### src/rtl/weight_burst_loader.sv
// rtl/weight_burst_loader.sv - multi-beat AXI4 read engine filling NUM_BANKS-way interleaved weight BRAMs
// Optional response checking is enabled by defining WEIGHT_LOADER_RRESP_CHECK_EN.
module weight_burst_loader #(
    parameter int ADDR_WIDTH = 32,
    parameter int DATA_WIDTH = 32,
    parameter int MAX_WORDS  = 4096,
    parameter int BURST_LEN  = 16,
    parameter int NUM_BANKS  = 2,
    parameter int BANK_AW    = $clog2(MAX_WORDS / NUM_BANKS),
    parameter int CNT_W      = $clog2(MAX_WORDS + 1)
) (
    input  logic                  clk,
    input  logic                  rst,
    input  logic                  start,
    input  logic [ADDR_WIDTH-1:0] base_addr,
    input  logic [CNT_W-1:0]      num_words,
    output logic                  busy,
    output logic                  done,
    output logic                  error,
    output logic [ADDR_WIDTH-1:0] araddr,
    output logic [7:0]            arlen,
    output logic [2:0]            arsize,
    output logic [1:0]            arburst,
    output logic                  arvalid,
    input  logic                  arready,
    input  logic [DATA_WIDTH-1:0] rdata,
    input  logic [1:0]            rresp,
    input  logic                  rlast,
    input  logic                  rvalid,
    output logic                  rready,
    output logic [BANK_AW-1:0]    bram_addr,
    output logic [DATA_WIDTH-1:0] bram_din,
    output logic [NUM_BANKS-1:0]  bram_we,
    output logic [NUM_BANKS-1:0]  bram_en
);

    localparam int BYTE_SHIFT = $clog2(DATA_WIDTH / 8);
    localparam int BANK_SHIFT = $clog2(NUM_BANKS);
    localparam int WIDE_W     = CNT_W + 9;
    localparam logic [CNT_W-1:0]  MAX_CNT   = CNT_W'(MAX_WORDS);
    localparam logic [CNT_W-1:0]  BANK_MASK = CNT_W'(NUM_BANKS - 1);
    localparam logic [WIDE_W-1:0] BURST_W   = WIDE_W'(BURST_LEN);

    typedef enum logic [1:0] {
        IDLE = 2'd0,
        ADDR = 2'd1,
        DATA = 2'd2,
        DONE = 2'd3
    } state_t;

    state_t                state;
    logic [ADDR_WIDTH-1:0] base_q;
    logic [CNT_W-1:0]      remaining;
    logic [CNT_W-1:0]      word_idx;
    logic [7:0]            beat_cnt;
    logic                  err_q;

    logic [CNT_W-1:0]      clamped;
    logic [CNT_W-1:0]      idx_next;
    logic [CNT_W-1:0]      rem_next;
    logic [NUM_BANKS-1:0]  bank_sel;
    logic                  beat_final;
    logic                  beat_bad;

    function automatic logic [7:0] burst_arlen(input logic [CNT_W-1:0] rem);
        logic [WIDE_W-1:0] rem_w;
        logic [WIDE_W-1:0] beats;
        rem_w = WIDE_W'(rem);
        beats = (rem_w > BURST_W) ? BURST_W : rem_w;
        beats = beats - WIDE_W'(1);
        return beats[7:0];
    endfunction

    function automatic logic [ADDR_WIDTH-1:0] word_addr(input logic [CNT_W-1:0] idx);
        return base_q + (ADDR_WIDTH'(idx) << BYTE_SHIFT);
    endfunction

    assign clamped    = (num_words > MAX_CNT) ? MAX_CNT : num_words;
    assign idx_next   = word_idx + CNT_W'(1);
    assign rem_next   = remaining - CNT_W'(1);
    assign bank_sel   = NUM_BANKS'(1) << (word_idx & BANK_MASK);
    assign beat_final = (beat_cnt == 8'd0);

`ifdef WEIGHT_LOADER_RRESP_CHECK_EN
    // The beat counter, not rlast, is authoritative; a disagreeing rlast is a protocol error.
    assign beat_bad = (rresp != 2'b00) || (rlast != beat_final);
`else
    logic unused_resp;
    assign unused_resp = ^{rresp, rlast};
    assign beat_bad    = 1'b0;
`endif

    assign arsize  = 3'(BYTE_SHIFT);
    assign arburst = 2'b01;
    assign bram_en = bram_we;
    assign error   = err_q;

    always_ff @(posedge clk) begin
        if (rst) begin
            state     <= IDLE;
            base_q    <= '0;
            remaining <= '0;
            word_idx  <= '0;
            beat_cnt  <= '0;
            err_q     <= 1'b0;
            busy      <= 1'b0;
            done      <= 1'b0;
            araddr    <= '0;
            arlen     <= '0;
            arvalid   <= 1'b0;
            rready    <= 1'b0;
            bram_addr <= '0;
            bram_din  <= '0;
            bram_we   <= '0;
        end else begin
            bram_we <= '0;
            case (state)
                IDLE: begin
                    if (start) begin
                        base_q    <= base_addr;
                        remaining <= clamped;
                        word_idx  <= '0;
                        err_q     <= 1'b0;
                        busy      <= 1'b1;
                        if (clamped != '0) begin
                            state   <= ADDR;
                            arvalid <= 1'b1;
                            araddr  <= base_addr;
                            arlen   <= burst_arlen(clamped);
                        end else begin
                            state <= DONE;
                        end
                    end
                end
                ADDR: begin
                    if (arready) begin
                        arvalid  <= 1'b0;
                        beat_cnt <= arlen;
                        rready   <= 1'b1;
                        state    <= DATA;
                    end
                end
                DATA: begin
                    if (rvalid && rready) begin
                        if (!err_q && !beat_bad) begin
                            bram_we   <= bank_sel;
                            bram_addr <= BANK_AW'(word_idx >> BANK_SHIFT);
                            bram_din  <= rdata;
                        end
                        if (beat_bad) begin
                            err_q <= 1'b1;
                        end
                        word_idx  <= idx_next;
                        remaining <= rem_next;
                        beat_cnt  <= beat_cnt - 8'd1;
                        if (beat_final) begin
                            rready <= 1'b0;
                            if (rem_next != '0 && !err_q && !beat_bad) begin
                                state   <= ADDR;
                                arvalid <= 1'b1;
                                araddr  <= word_addr(idx_next);
                                arlen   <= burst_arlen(rem_next);
                            end else begin
                                state <= DONE;
                                done  <= 1'b1;
                            end
                        end
                    end
                end
                DONE: begin
                    // A zero-length request arrives here with done low and spends one extra cycle.
                    if (done) begin
                        done  <= 1'b0;
                        busy  <= 1'b0;
                        state <= IDLE;
                    end else begin
                        done <= 1'b1;
                    end
                end
                default: state <= IDLE;
            endcase
        end
    end

endmodule

### config.mk
export PLATFORM = sky130hd
export DESIGN_NAME = weight_burst_loader
export DESIGN_NICKNAME = d
export VERILOG_FILES = /design/src/rtl/weight_burst_loader.sv
export SDC_FILE = /design/constraint.sdc
export NUM_CORES = 1
export LEC_CHECK = 0
export ABC_AREA = 1
export CAP_MARGIN = 20
export CORE_MARGIN = 2
export CORE_UTILIZATION = 48
export CTS_BUF_LIST = sky130_fd_sc_hd__clkbuf_8
export DETAILED_ROUTE_END_ITERATION = 8
export GPL_TIMING_DRIVEN = 0
export PLACE_DENSITY = 0.84
export RECOVER_POWER = 50
export REMOVE_ABC_BUFFERS = 1
export SLEW_MARGIN = 25
export SYNTH_ARGS = -nofsm -noshare
export SYNTH_HDL_FRONTEND = slang
export SYNTH_SLANG_ARGS = --single-unit
### constraint.sdc
create_clock -name clk -period 3.15 [get_ports clk]
set_clock_uncertainty 0.1 [all_clocks]
set_input_delay 0.63 -clock clk [delete_from_list [all_inputs] [get_ports clk]]
set_output_delay 0.63 -clock clk [all_outputs]
set_load 0.02 [all_outputs]
==> flow_summary.toml, run 1 <==
[sta]
setup-violations-final = 5
worst_pin_slew_ns = 0.983
fin_ws_ns = -0.0931
period_needed_ns = 3.24
tns_ns = -0.254
hold_slack_ns = 0.367
relSlewSlack_pct = 34.4
maxSlewViolCount = 0
fmax_mhz = 308
hold_violations = 0
rsz0062_at_grt = "yes"
period_share_pct = 103

[run_status]
failed_checks = "negative setup slack"
status = "finished with violations"

[clocking]
cts_root_buffer = "clkbuf_8"
cts.clk_slew.worst_paths_ns = 0.09
cts.sinks = 157
cts_tree = "built"
hold_buffers = 0
numCtsBuffers = 17
htreeDepth = 4
insertion_delay_ns = 0.47
cts_buffer_depth = 2

[cells_and_area]
diodes = 0
drive_gt1_share_pct = 15.1
nets = 1463
synthToLayoutAreaGrowth_pct = 37.5
fillCellCount = 1353
design_area_sq_um = 11200

[place]
dp_hpwl_microns = 15900
dpl_cell_area_sq_um = 10000
place_congestion = 0.895
portBuffers = 172

[critical_path]
worstPathMaxFanout = 5
cp-end-kind = "flop"
crit_type = "reg2reg"
arrival_ns = 3.55
cp_data_required_time_ns = 3.46
startpoint_type = "flop"

[drt]
num_vias = 8900
drt_pre_antenna_iters = 6
drcViolationCount = 0
wirelength_microns = 26200
drt-initial-drc-count = 995
ant_nets = 0
viasPerCell = 5.59
wire_per_inst_microns = 16.4

[die]
die_y_microns = 134
ios = 182
dieArea_sq_um = 18100
initial_core_util_pct = 49.3
die_x_microns = 134
coreArea_sq_um = 16600
row_count = 47

[power_and_ir_drop]
powerDensity_nw_per_um2 = 681
p_sw_uw = 3260
p_leak_uw = 0.00467
p_int_uw = 4390
combinationalPowerShare_pct = 44.2
sw_frac_of_total_pct = 42.6
pwr-share-seq_pct = 35.8
clkPwrFrac_pct = 20.0
ir_drop_uv = 366

[worst_hold_path]
hp-class = "reg2reg"

[yosys]
ys.flop_type = "dfxtp_1"
ys_types = 48
syn_inst = 1179
synth-async-reset-ratio_pct = 0
synthTopCellsByArea = "dfxtp_1 38%, nor2_1 9.3%, o21ai_0 9.3%"
synth_top_area_share_pct = 38.5
yosys_warnings = 0
syn_area_per_cell_sq_um = 6.93
synth_top_cell_by_area = "dfxtp_1"
synth_edf_count = 0
mappedNetlistArea_sq_um = 8170
ys_seq_area_share_pct = 38.5
ys_ff_latch = 157

[global_route]
grt_usage_pct = 27.0
grt_remaining_overflow = 0
grt_pass1_vias = 8184
grt_pass1_wl_microns = 39500
grt_max_degree = 62
antenna_found_initial = 0

[job]
maxCapViolations = 0
==> cell usage in the layout (no fill, tap or decap), types with 23 or more instances in the layout <==
cell type        count
dlygate4sd3_1       49
o21ai_0            144
a21oi_1             79
buf_4               31
nor2_1             189
inv_1               96
dfxtp_1            154
clkdlybuf4s50_1    122
nand3_1             46
a21oi_2             23
nand2_1            159
==> stage by stage <==
stage / power, uW / worst slack, ns / instances / util [%]
final: 7650 / -0.0931 / 1591 / 67.8
after global routing: 8100 / -0.220 / 1591 / 67.8
after CTS: 7530 / -0.0355 / 1571 / 65.2
after detailed placement: 5900 / -2.64 / 1518 / 60.4
after global placement: 5800 / -7.84 / 1513 / 59.6
after floorplan: 4770 / -3.51 / 1121 / -
==> registers in the layout, summed over array words and instances (netlist names), 2 cells and up <==
| name | flops |
|---|---|
| word_idx | 13 |
| beat_cnt | 8 |
| base_q | 32 |
| bram_addr | 11 |
| bram_en | 2 |
| bram_din | 32 |
| remaining | 13 |
| araddr | 32 |
| arlen | 8 |
| state | 2 |
==> layer usage <==
metal	GRT usage, %	vias to the layer above	share of wire (%)
met4	11.9	0	3.6
met3	4.20	86	6.5
met2	45.7	401	48
met5	0	-	0
met1	34.1	4154	42
li1	-	4259	-
==> area by class of cell <==
type                       count  area [sq um]  area share [%]
clock buffer                  18           248            2.20
clock inverter                14           144            1.28
inverter                     111           438            3.90
multi-input combinational    855          4850            43.1
sequential                   157          3150            28.1
tap                          220           275            2.45
timing repair buffer         215          2130            18.9
timing repair inverter         1          5.00          0.0445
==> synthesized netlist by cell type, types with 11 or more instances <==
cell type / instances
nor2_1: 203
nand2_1: 172
dfxtp_1: 157
o21ai_0: 152
inv_1: 108
a21oi_1: 95
nand3_1: 50
clkbuf_1: 39
ha_1: 19
nor3_1: 16
xor2_1: 16
nand2_2: 14
a21oi_2: 12
o211ai_1: 12
nand4_1: 11
==> repair_timing <==
action,4_1_cts,5_1_grt
resized for setup,68,64
pin swaps,26,41
buffers inserted,18,20
hold endpoints to repair,0,0
cloned,3,0
endpoints found under the setup margin,65,53
==> power groups by stage <==
stage / Combinational (uW) / Sequential (uW) / Clock, uW
floorplan: 1810 / 2950 / 0
global placement: 3050 / 2750 / 0
detailed placement: 3140 / 2760 / 0
CTS: 3270 / 2720 / 1530
global route: 3690 / 2780 / 1620
finish: 3380 / 2740 / 1530
==> worst max-delay path, cell delays in order, from the launching register on <==
cell and delay [ns]:
dfxtp_4 0.40, inv_4 0.05, nor3_4 0.18, nand3_2 0.11, nor2_2 0.11, nand2_2 0.08, nor2_4 0.11, buf_4 0.12
inv_1 0.04, nand2_1 0.10, inv_1 0.06, ha_2 0.39, nand2_1 0.15, o21ai_2 0.26, o21ai_2 0.13, nand2_4 0.12
nand2_2 0.09, or2_4 0.24, nand3_2 0.06, o211ai_1 0.12, a21oi_2 0.14
==> path summary, 6_finish.rpt <==
| check | from | end | slack [ns] | cells after the start |
|---|---|---|---|---|
| setup / recovery | word_idx[0]$_SDFFE_PP0P_ | araddr[31]$_SDFFE_PP0P_ | -0.09 | 20 |
| hold / removal | base_q[1]$_SDFFE_PP0P_ | base_q[1]$_SDFFE_PP0P_ | 0.37 | 2 |
| setup reg to reg | word_idx[0]$_SDFFE_PP0P_ | araddr[31]$_SDFFE_PP0P_ | -0.09 | 20 |
| hold reg to reg | base_q[1]$_SDFFE_PP0P_ | base_q[1]$_SDFFE_PP0P_ | 0.37 | 2 |
==> cell families (layout without fill, tap and decap cells) <==
logic type | Yosys count | after routing | share of synthesized area (%)
simple gates | 493 | 495 | 26.0
compound gates | 310 | 310 | 21.0
buf+inv | 173 | 359 | 8.75
flops | 157 | 157 | 38.5
xor+xnor | 23 | 23 | 2.47
fa+ha+maj | 20 | 20 | 3.16
other cells | 2 | 6 | 0.0919
mux | 1 | 1 | 0.123
(Power assumes the default switching activity.)
==> run 2: changes to the inputs <==
MAX_ROUTING_LAYER = met4   (was unset)
==> run 2 against run 1 <==
The run still ends with negative setup slack left. Non-clock buffer count fell by 14. Die area did not move. Critical path depth rose by 1. Sequential cell count did not move. First-iteration DRC count rose by 3.1%. Fmax rose by 0.89%. Routed wire length fell by 5.4%. Sequential share of layout area rose by 0.29 points. Cell count fell by 0.94%. Via count fell by 2.7%. Global-route usage rose by 0.36 points. Worst setup slack improved by 0.029 ns. Critical endpoint is now araddr[26]$_SDFFE_PP0P_.
==> flow_summary.toml, run 2 (synthesis gave the netlist of run 1 again) <==
[run_status]
status = "finished with violations"
failed_checks = "negative setup slack"

[critical_path]
startpoint_type = "flop"
cp-end-kind = "flop"
reg2reg_to = "araddr[26]$_SDFFE_PP0P_"
arrival_ns = 3.53
worstPathMaxFanout = 4
cp_data_required_time_ns = 3.47
reg2reg_slack_ns = -0.06
r2r_cells = 21
crit_type = "reg2reg"
r2r-start = "word_idx[0]$_SDFFE_PP0P_"

[power_and_ir_drop]
powerDensity_nw_per_um2 = 702
ir_drop_uv = 408
p_leak_uw = 0.00449

[global_route]
grt_remaining_overflow = 0
grt_max_degree = 61
grt_pass1_wl_microns = 38700
grt_usage_pct = 27.4
antenna_found_initial = 0
grt_pass1_vias = 8061

[drt]
num_vias = 8660
viasPerCell = 5.49
wirelength_microns = 24800
drcViolationCount = 0
ant_nets = 0
drt_pre_antenna_iters = 8
drt-initial-drc-count = 1026
wire_per_inst_microns = 15.7

[die]
die_x_microns = 134
die_y_microns = 134
dieArea_sq_um = 18100
initial_core_util_pct = 49.3
row_count = 47
coreArea_sq_um = 16600
ios = 182

[clocking]
cts_tree = "built"
numCtsBuffers = 17
cts.sinks = 157
insertion_delay_ns = 0.47
cts_root_buffer = "clkbuf_8"
cts_buffer_depth = 2
cts.clk_slew.worst_paths_ns = 0.09
htreeDepth = 4
hold_buffers = 0

[worst_hold_path]
whs_path_depth = 2
min_delay_worst_endpoint = "base_q[1]$_SDFFE_PP0P_"
hp-class = "reg2reg"
holdCritStartpoint = "base_q[1]$_SDFFE_PP0P_"

[cells_and_area]
seqCellArea_sq_um = 3150
layout_common_cells = "191 x nor2_1, 171 x clkdlybuf4s50_1, 162 x nand2_1, 154 x dfxtp_1, 145 x o21ai_0"
multi_input_area_sq_um = 4770
diodes = 0
layout_commonest_cell = "nor2_1"
fillCellCount = 1354
nets = 1448
design_area_sq_um = 11100
top_regs = "araddr (32), base_q (32), bram_din (32)"
drive_gt1_share_pct = 13.3
synthToLayoutAreaGrowth_pct = 36.1
fin_cells = 1576

[place]
portBuffers = 172
dpl_cell_area_sq_um = 10000
place_inst = 1519
place_congestion = 0.903
dp_hpwl_microns = 15900

[sta]
relSlewSlack_pct = 35.5
rsz0062_at_grt = "yes"
period_needed_ns = 3.21
fin_ws_ns = -0.0645
fmax_mhz = 311
hold_violations = 0
worst_pin_slew_ns = 0.967
maxSlewViolCount = 0
period_share_pct = 102
setup-violations-final = 5

[job]
maxCapViolations = 0
[run 2: cell types whose count changed in the layout (fill, tap and decap cells not counted), moves of 4 or more]
cell             previous run  this run
clkdlybuf4s50_1           122       171
buf_4                      31        21
dlygate4sd3_1              49         0
clkinvlp_4                  8         4
a21oi_1                    79        83
[run 2: worst max-delay path by stage]
stage                                   from                 endpoint  slack, ns  cells after the start
finish              word_idx[0]$_SDFFE_PP0P_  araddr[26]$_SDFFE_PP0P_      -0.06                     21
global route        word_idx[0]$_SDFFE_PP0P_  araddr[26]$_SDFFE_PP0P_      -0.20                     21
CTS                 word_idx[0]$_SDFFE_PP0P_  araddr[31]$_SDFFE_PP0P_    -0.0004                     19
detailed placement                     start  araddr[20]$_SDFFE_PP0P_      -2.67                     10
global placement       state[1]$_SDFFE_PP0P_  araddr[20]$_SDFFE_PP0P_      -7.85                     11
floorplan              state[1]$_SDFFE_PP0P_  araddr[20]$_SDFFE_PP0P_      -3.51                     11
[run 2: final cells by class]
cell class	instances	area share [%]
flip-flops and latches	157	28.3
well taps	220	2.48
clock inverters	15	1.74
inverters	111	3.97
repair inverters	1	0.0450
repair buffers	201	18.4
multi-input cells	854	42.9
clock buffers	17	2.10
[run 2: power by group]
group / internal (uW) / switching, uW / leakage (uW) / total [uW]
Sequential: 2410 / 336 / 0.00129 / 2740
Clock: 862 / 807 / 0.000212 / 1670
Combinational: 1310 / 2090 / 0.00299 / 3400
Total: 4570 / 3230 / 0.00449 / 7810
[run 2: timing repair]
action,CTS,global route
hold endpoints to repair,0,0
gates resized for setup,45,65
pin swaps,12,27
gates cloned,2,0
setup buffers,11,12
setup endpoints to repair,67,41
[run 2: through the flow]
stage                     power (uW)  hold WS [ns]  utilization [%]  setup WS, ns  setup TNS, ns
after global placement          5800         0.340             59.6         -7.85        -825.58
after global routing            8280         0.365             67.1        -0.198          -1.88
after detailed placement        5900         0.349             60.5         -2.67        -127.45
after floorplan                 4770         0.332                -         -3.51        -300.62
final                           7810         0.367             67.1       -0.0645         -0.181
after CTS                       7680         0.357             64.9     -0.000417      -0.000417
[run 2: worst max-delay path, stage by stage (launching register included)]
cell	delay (ns)
dfxtp_4	0.38
inv_2	0.06
nor3_4	0.19
nand3_2	0.10
nor2_1	0.10
nand2_1	0.12
nor2_2	0.18
nand4_1	0.11
xor2_1	0.22
inv_1	0.12
ha_4	0.29
a21oi_4	0.16
o21ai_2	0.09
a21oi_2	0.12
inv_1	0.07
a21oi_4	0.20
inv_2	0.09
nand4_1	0.09
nand3_1	0.10
nand2_1	0.09
nand2_2	0.06
a21oi_2	0.12
[run 2: per-layer routing]
metal,global-route usage [%],up-vias,routed length [microns]
li1,-,4219,-
met4,11.6,0,881
met2,44.0,396,11800
met3,5.07,85,1790
met5,-,-,0
met1,33.8,3960,10300
==> variant 1: new RTL, settings of run 1 <==
Encoding of `state_t`: now one-hot (4 bits for 4 states).
--- a/src/rtl/weight_burst_loader.sv
+++ b/src/rtl/weight_burst_loader.sv
@@ -43,7 +43,7 @@
 
-    typedef enum logic [1:0] {
-        IDLE = 2'd0,
-        ADDR = 2'd1,
-        DATA = 2'd2,
-        DONE = 2'd3
+    typedef enum logic [3:0] {
+        IDLE = 4'b0001,
+        ADDR = 4'b0010,
+        DATA = 4'b0100,
+        DONE = 4'b1000
     } state_t;
Behaviour: same outputs for any inputs over 4 cycles, from zero or initial values and one cycle with rst high; so few cycles prove little.
==> variant 1 against run 1 <==
Final area down 2.6%; non-clock buffer count down 20; routed wire length down 9.3%; largest cell class unchanged; synthesized cell count up 1.2%; area after synthesis up 1.8%; utilization down 3.8 points; hold slack worse by 0.0044 ns; sequential share of layout area up 1.1 points; setup slack better by 0.19 ns; fmax up 6.1%; sequential cell count up 2.
Power is not compared: it rests on default switching activity, and its combinational part moved more than twofold at a synthesized area within 25%.
==> variant 1: results (changes against run 1) <==
[detailed_routing]
met3WireLength_um = 1635  ; was 1708 um
firstDrtPassIters = 5  ; was 6
wl_met1_um = 10020  ; was 10,900 um
highest_layer = met4  ; unchanged
detail_route.vias_per_cell = 5.395  ; was 5.594
drtIter0Drc = 557  ; was 995
wirelength_um = 23740  ; was 26,170 um
wl_met2_um = 11270  ; was 12,630 um

[clocking]
cts_made_buffers = 17  ; unchanged
h-tree-depth = 4  ; unchanged
clock_latency_ns = 0.46
clk_pin_slew_ns = 0.08
clock_tree.root_cell = clkbuf_8  ; unchanged
cts_max_path_buffers = 2  ; unchanged

[global_route]
track_usage_pct = 25.63  ; was 27.00%
antenna_found_initial = 0  ; unchanged
grt_pass1_wl_um = 38050  ; was 39,500 um
grtUsageMet3_pct = 7.033  ; was 4.204%
gr-usage-met1_pct = 30.91  ; was 34.09%
grtUsageMet2_pct = 42.82  ; was 45.75%
grt_max_degree = 72  ; was 62
grt_pass1_vias = 8099  ; was 8,184

[pwr]
clockPowerShare_pct = 31.5
finalPower_uw = 5034
power.share.combinational_pct = 23.8
p_leak_uw = 0.004388
switching_share_pct = 31.05

[layout]
final_nets = 1449  ; was 1,463
multi_input_area_mm2 = 0.004681  ; was 0.004846 mm^2
final_cells = 1580  ; was 1,591
drive_gt1_share_pct = 10.70  ; was 15.10%
diodes = 0  ; unchanged
n_fill_cell = 1525  ; was 1,353
reg.largest.list = araddr x32, base_q x32, bram_din x32  ; unchanged

[synth]
ys_top_cells_by_area = dfxtp_1 38%, nand2_1 9.0%, a21oi_1 7.9%  ; was dfxtp_1 38%, nor2_1 9.3%, o21ai_0 9.3%
yosys-top-cells-count = 200 x nand2_1, 165 x nor2_1, 159 x dfxtp_1, 132 x a21oi_1, 132 x o21ai_0  ; was 203 x nor2_1, 172 x nand2_1, 157 x dfxtp_1, 152 x o21ai_0, 108 x inv_1
synthDistinctLibCells = 50  ; was 48
syn_inst = 1193  ; was 1,179
ys_seq_area_share_pct = 38.28  ; was 38.47%
ys_async_sr_fraction_pct = 0  ; unchanged
yosys_warnings = 0  ; unchanged

[placement]
dpl.cell_count = 1529  ; was 1,518
portBuffers = 172  ; unchanged
hpwl_um = 15400  ; was 15,900 um
dpl_cell_area_mm2 = 0.01011  ; was 0.01002 mm^2
dp_slack_ns = -2.161  ; was -2.640 ns
gp_congestion = 0.8853  ; was 0.8951

[hold_path]
hold_path.class = register to register  ; unchanged

[setup_path]
cpPeakStageDelay_ns = 0.37  ; was 0.40 ns
cp.arrival_ns = 3.27  ; was 3.55 ns
cp_top_family = simple AND/OR/NAND/NOR gates  ; unchanged
slowest_stage = dfxtp_4  ; unchanged
worstPathMaxFanout = 4  ; was 5

[timing]
setup_viol = 0  ; was 5
slew_headroom_pct = 52.24  ; was 34.40%

[outcome]
status = finished clean  ; was complete, but fails checks

variant 1: timing repair:
| action | 4_1_cts | 5_1_grt |
|---|---|---|
| hold buffers | 0 | 0 |
| cloned | 2 | 0 |
| setup endpoints to repair | 73 | 51 |
| pin swaps | 6 | 19 |
| gates resized for setup | 23 | 53 |
| buffers inserted | 10 | 9 |
| hold endpoints to repair | 0 | 0 |
variant 1: cell families (layout without fill, tap and decap cells):
| family | count (synthesis) | after routing | share of synthesized area (%) |
|---|---|---|---|
| adder cells (fa/ha/maj) | 20 | 20 | 3.100 |
| AND/OR/NAND/NOR | 491 | 493 | 25.78 |
| other | 2 | 6 | 0.09031 |
| flip-flops | 159 | 159 | 38.28 |
| AO/OA/AOI/OAI | 316 | 316 | 20.76 |
| buffers and inverters | 174 | 330 | 8.727 |
| XOR/XNOR | 31 | 31 | 3.265 |
variant 1: cell type report:
class / count / area share [%]
multi-input combinational: 866 / 42.78
sequential: 159 / 29.15
timing repair buffer: 195 / 17.94
inverter: 105 / 3.831
clock buffer: 21 / 2.642
tap: 225 / 2.573
clock inverter: 9 / 1.086
variant 1: final timing paths:
check,startpoint,end,slack [ns],cells after the start
max,word_idx[0]$_SDFFE_PP0P_,araddr[26]$_SDFFE_PP0P_,0.09,18
min,base_q[1]$_SDFFE_PP0P_,base_q[1]$_SDFFE_PP0P_,0.36,2
max reg2reg,word_idx[0]$_SDFFE_PP0P_,araddr[26]$_SDFFE_PP0P_,0.09,18
min reg2reg,base_q[1]$_SDFFE_PP0P_,base_q[1]$_SDFFE_PP0P_,0.36,2
variant 1: worst register-to-register path: cells and delay by family, from the launching register on:
kind,cells,cell delay (ns)
buf+inv,1,0.06
xor+xnor,2,0.38
simple gates,10,1.13
compound gates,3,0.38
flops,1,0.37
fa+ha+maj,2,0.48
==> variant 2: new RTL, config.mk and constraints of run 1 <==
Made on the original files. The option `WEIGHT_LOADER_RRESP_CHECK_EN` is turned on by a define.
--- a/src/rtl/weight_burst_loader.sv
+++ b/src/rtl/weight_burst_loader.sv
@@ -2,2 +2,4 @@
 // Optional response checking is enabled by defining WEIGHT_LOADER_RRESP_CHECK_EN.
+`define WEIGHT_LOADER_RRESP_CHECK_EN
+
 module weight_burst_loader #(
Check against the original RTL: not equivalent (a bounded check fails within 4 cycles, from zero or initial values and one cycle with rst high).
==> variant 2 against run 1 <==
The run still ends with setup timing left; count of clock-buffer cells in the layout stayed put; final area hardly changed; setup slack better by 0.017 ns; sequential cell count is 1 higher; utilization is 2.5 points lower; area after synthesis is 3.4% higher; total power is 5.1% higher; routed wire length is 0.46% lower; via count is 1.3% higher; cell count is 3.6% higher; largest cell class unchanged.
==> variant 2: results (changes against run 1) <==
[detailed_routing]
via_count = 9014  ; was 8,900
detail_route.vias_per_cell = 5.470  ; was 5.594
firstDrtPassIters = 6  ; unchanged
detail_route.wl_per_cell_um = 15.81  ; was 16.45 um
drtIter0Drc = 1003  ; was 995

[global_route]
grt_max_degree = 75  ; was 62
grt-ovfl-total = 0  ; unchanged
track_usage_pct = 27.09  ; was 27.00%
grt_pass1_vias = 8262  ; was 8,184
grt_pass1_wl_um = 40290  ; was 39,500 um
antenna_found_initial = 0  ; unchanged

[clocking]
clock_latency_ns = 0.47  ; about the same
cts_max_path_buffers = 2  ; unchanged
clock_tree.root_cell = clkbuf_8  ; unchanged
cts_made_buffers = 17  ; unchanged
h-tree-depth = 4  ; unchanged
clk_pin_slew_ns = 0.09  ; about the same

[synth]
yosys_warnings = 0  ; unchanged
synthDistinctLibCells = 49  ; was 48
ys_async_sr_fraction_pct = 0  ; unchanged
ys_seq_area_share_pct = 37.45  ; was 38.47%
yosys-top-cells-count = 231 x nand2_1, 191 x nor2_1, 158 x dfxtp_1, 154 x o21ai_0, 108 x inv_1  ; was 203 x nor2_1, 172 x nand2_1, 157 x dfxtp_1, 152 x o21ai_0, 108 x inv_1
ys_top_cells_by_area = dfxtp_1 37%, nand2_1 10%, o21ai_0 9.1%  ; was dfxtp_1 38%, nor2_1 9.3%, o21ai_0 9.3%
syn_inst = 1247  ; was 1,179

[setup_path]
crit-reg2reg-capture = araddr[19]$_SDFFE_PP0P_  ; was araddr[31]$_SDFFE_PP0P_
cp.arrival_ns = 3.48  ; was 3.55 ns
critical_path_class = register to register  ; unchanged
worstPathMaxFanout = 4  ; was 5
r2r_cells = 19  ; was 20
startpoint = word_idx[1]$_SDFFE_PP0P_  ; was word_idx[0]$_SDFFE_PP0P_

[timing]
worst_slack_ns = -0.07575  ; was -0.09306 ns
slew_headroom_pct = 49.92  ; was 34.40%
setup_viol = 4  ; was 5

[run]
cap_violations = 0  ; unchanged

[placement]
gp_congestion = 0.9339  ; was 0.8951
hpwl_um = 16950  ; was 15,900 um
dpl.cell_count = 1594  ; was 1,518
portBuffers = 176  ; was 172
dpl_cell_area_mm2 = 0.01034  ; was 0.01002 mm^2

[hold_path]
worstHoldStart = base_q[0]$_SDFFE_PP0P_  ; was base_q[1]$_SDFFE_PP0P_
hold_path_end = base_q[0]$_SDFFE_PP0P_  ; was base_q[1]$_SDFFE_PP0P_
whs_path_depth = 2  ; unchanged
hold_path.class = register to register  ; unchanged

[outcome]
violations = setup timing  ; unchanged
status = complete, but fails checks  ; unchanged

[layout]
drive_gt1_share_pct = 12.23  ; was 15.10%
reg.largest.list = araddr x32, base_q x32, bram_din x32  ; unchanged
diodes = 0  ; unchanged
final_nets = 1515  ; was 1,463

[pwr]
ir_drop_v = 0.0004666  ; was 0.0003661 V
p_leak_uw = 0.004839  ; was 0.004673 uW
switchingPower_uw = 3579  ; was 3257 uW

## variant 2: kinds of logic after synthesis
family / Yosys count / share of synthesized area [%]
AND/OR/NAND/NOR: 554 / 28.04
buffers and inverters: 179 / 8.963
adder cells (fa/ha/maj): 20 / 3.052
other: 2 / 0.08892
AO/OA/AOI/OAI: 304 / 19.27
flip-flops: 158 / 37.45
XOR/XNOR: 29 / 3.007
multiplexers: 1 / 0.1185
## variant 2: worst max-delay path, cell delays in order, from the launching register on
cell and delay, ns:
dfxtp_2 0.39, ha_4 0.15, nand2_2 0.04, nor2_2 0.10, nand4_1 0.20, nor4_4 0.24
nand3_2 0.17, xnor2_4 0.19, ha_4 0.31, nand2_4 0.07, nor4_4 0.25, nand2_2 0.13
nand2_4 0.12, nand2_4 0.07, buf_4 0.16, buf_6 0.11, o21ai_2 0.10, a21oi_1 0.06
nor2_1 0.10, nor2_1 0.04
## variant 2: how the worst max path moves through the flow
stage                     depth (start not counted)                          to  slack, ns
final                                            19     araddr[19]$_SDFFE_PP0P_      -0.08
after global routing                             19     araddr[19]$_SDFFE_PP0P_      -0.26
after CTS                                        18     araddr[27]$_SDFFE_PP0P_      -0.09
after detailed placement                          9   remaining[9]$_SDFFE_PP0P_       -1.0
after global placement                            9   bram_addr[4]$_SDFFE_PP0P_      -5.09
after floorplan                                   9  bram_addr[10]$_SDFFE_PP0P_      -1.72
## variant 2: cell type report
class	count	area [um^2]
inverters	117	449.2
fillers	1478	5989
multi-input cells	915	4905
well taps	225	281.5
clock buffers	18	247.7
clock inverters	14	133.9
flip-flops and latches	158	3169
repair buffers	201	2061
## variant 2: what timing repair did
item	4_1_cts	5_1_grt
resized for setup	35	51
gates cloned	1	1
hold buffers	0	0
endpoints found under the setup margin	86	38
buffers inserted	14	6
pin swaps	24	29
## variant 2: power groups by stage
stage / clock network, uW / logic [uW] / registers, uW
after global routing: 1580 / 4220 / 2780
final: 1490 / 3840 / 2720
after detailed placement: 0 / 3620 / 2740
after CTS: 1500 / 3690 / 2700
after floorplan: 0 / 1990 / 2980
after global placement: 0 / 3450 / 2730
## variant 2: through the flow
stage / hold slack [ns] / worst slack [ns] / power (uW) / setup TNS, ns
after floorplan: 0.3266 / -1.715 / 4966 / -130.35
after global placement: 0.3338 / -5.091 / 6182 / -569.25
after detailed placement: 0.3478 / -0.9966 / 6365 / -44.76
after CTS: 0.3601 / -0.09099 / 7892 / -0.2913
after global routing: 0.3927 / -0.2577 / 8581 / -2.265
final: 0.3583 / -0.07575 / 8045 / -0.1934
## variant 2: metal layers
metal	part of all wire (%)	GRT usage (%)
met3	6.5	5.111
met2	48	44.67
met4	2.8	9.028
met5	0	0
met1	43	35.63
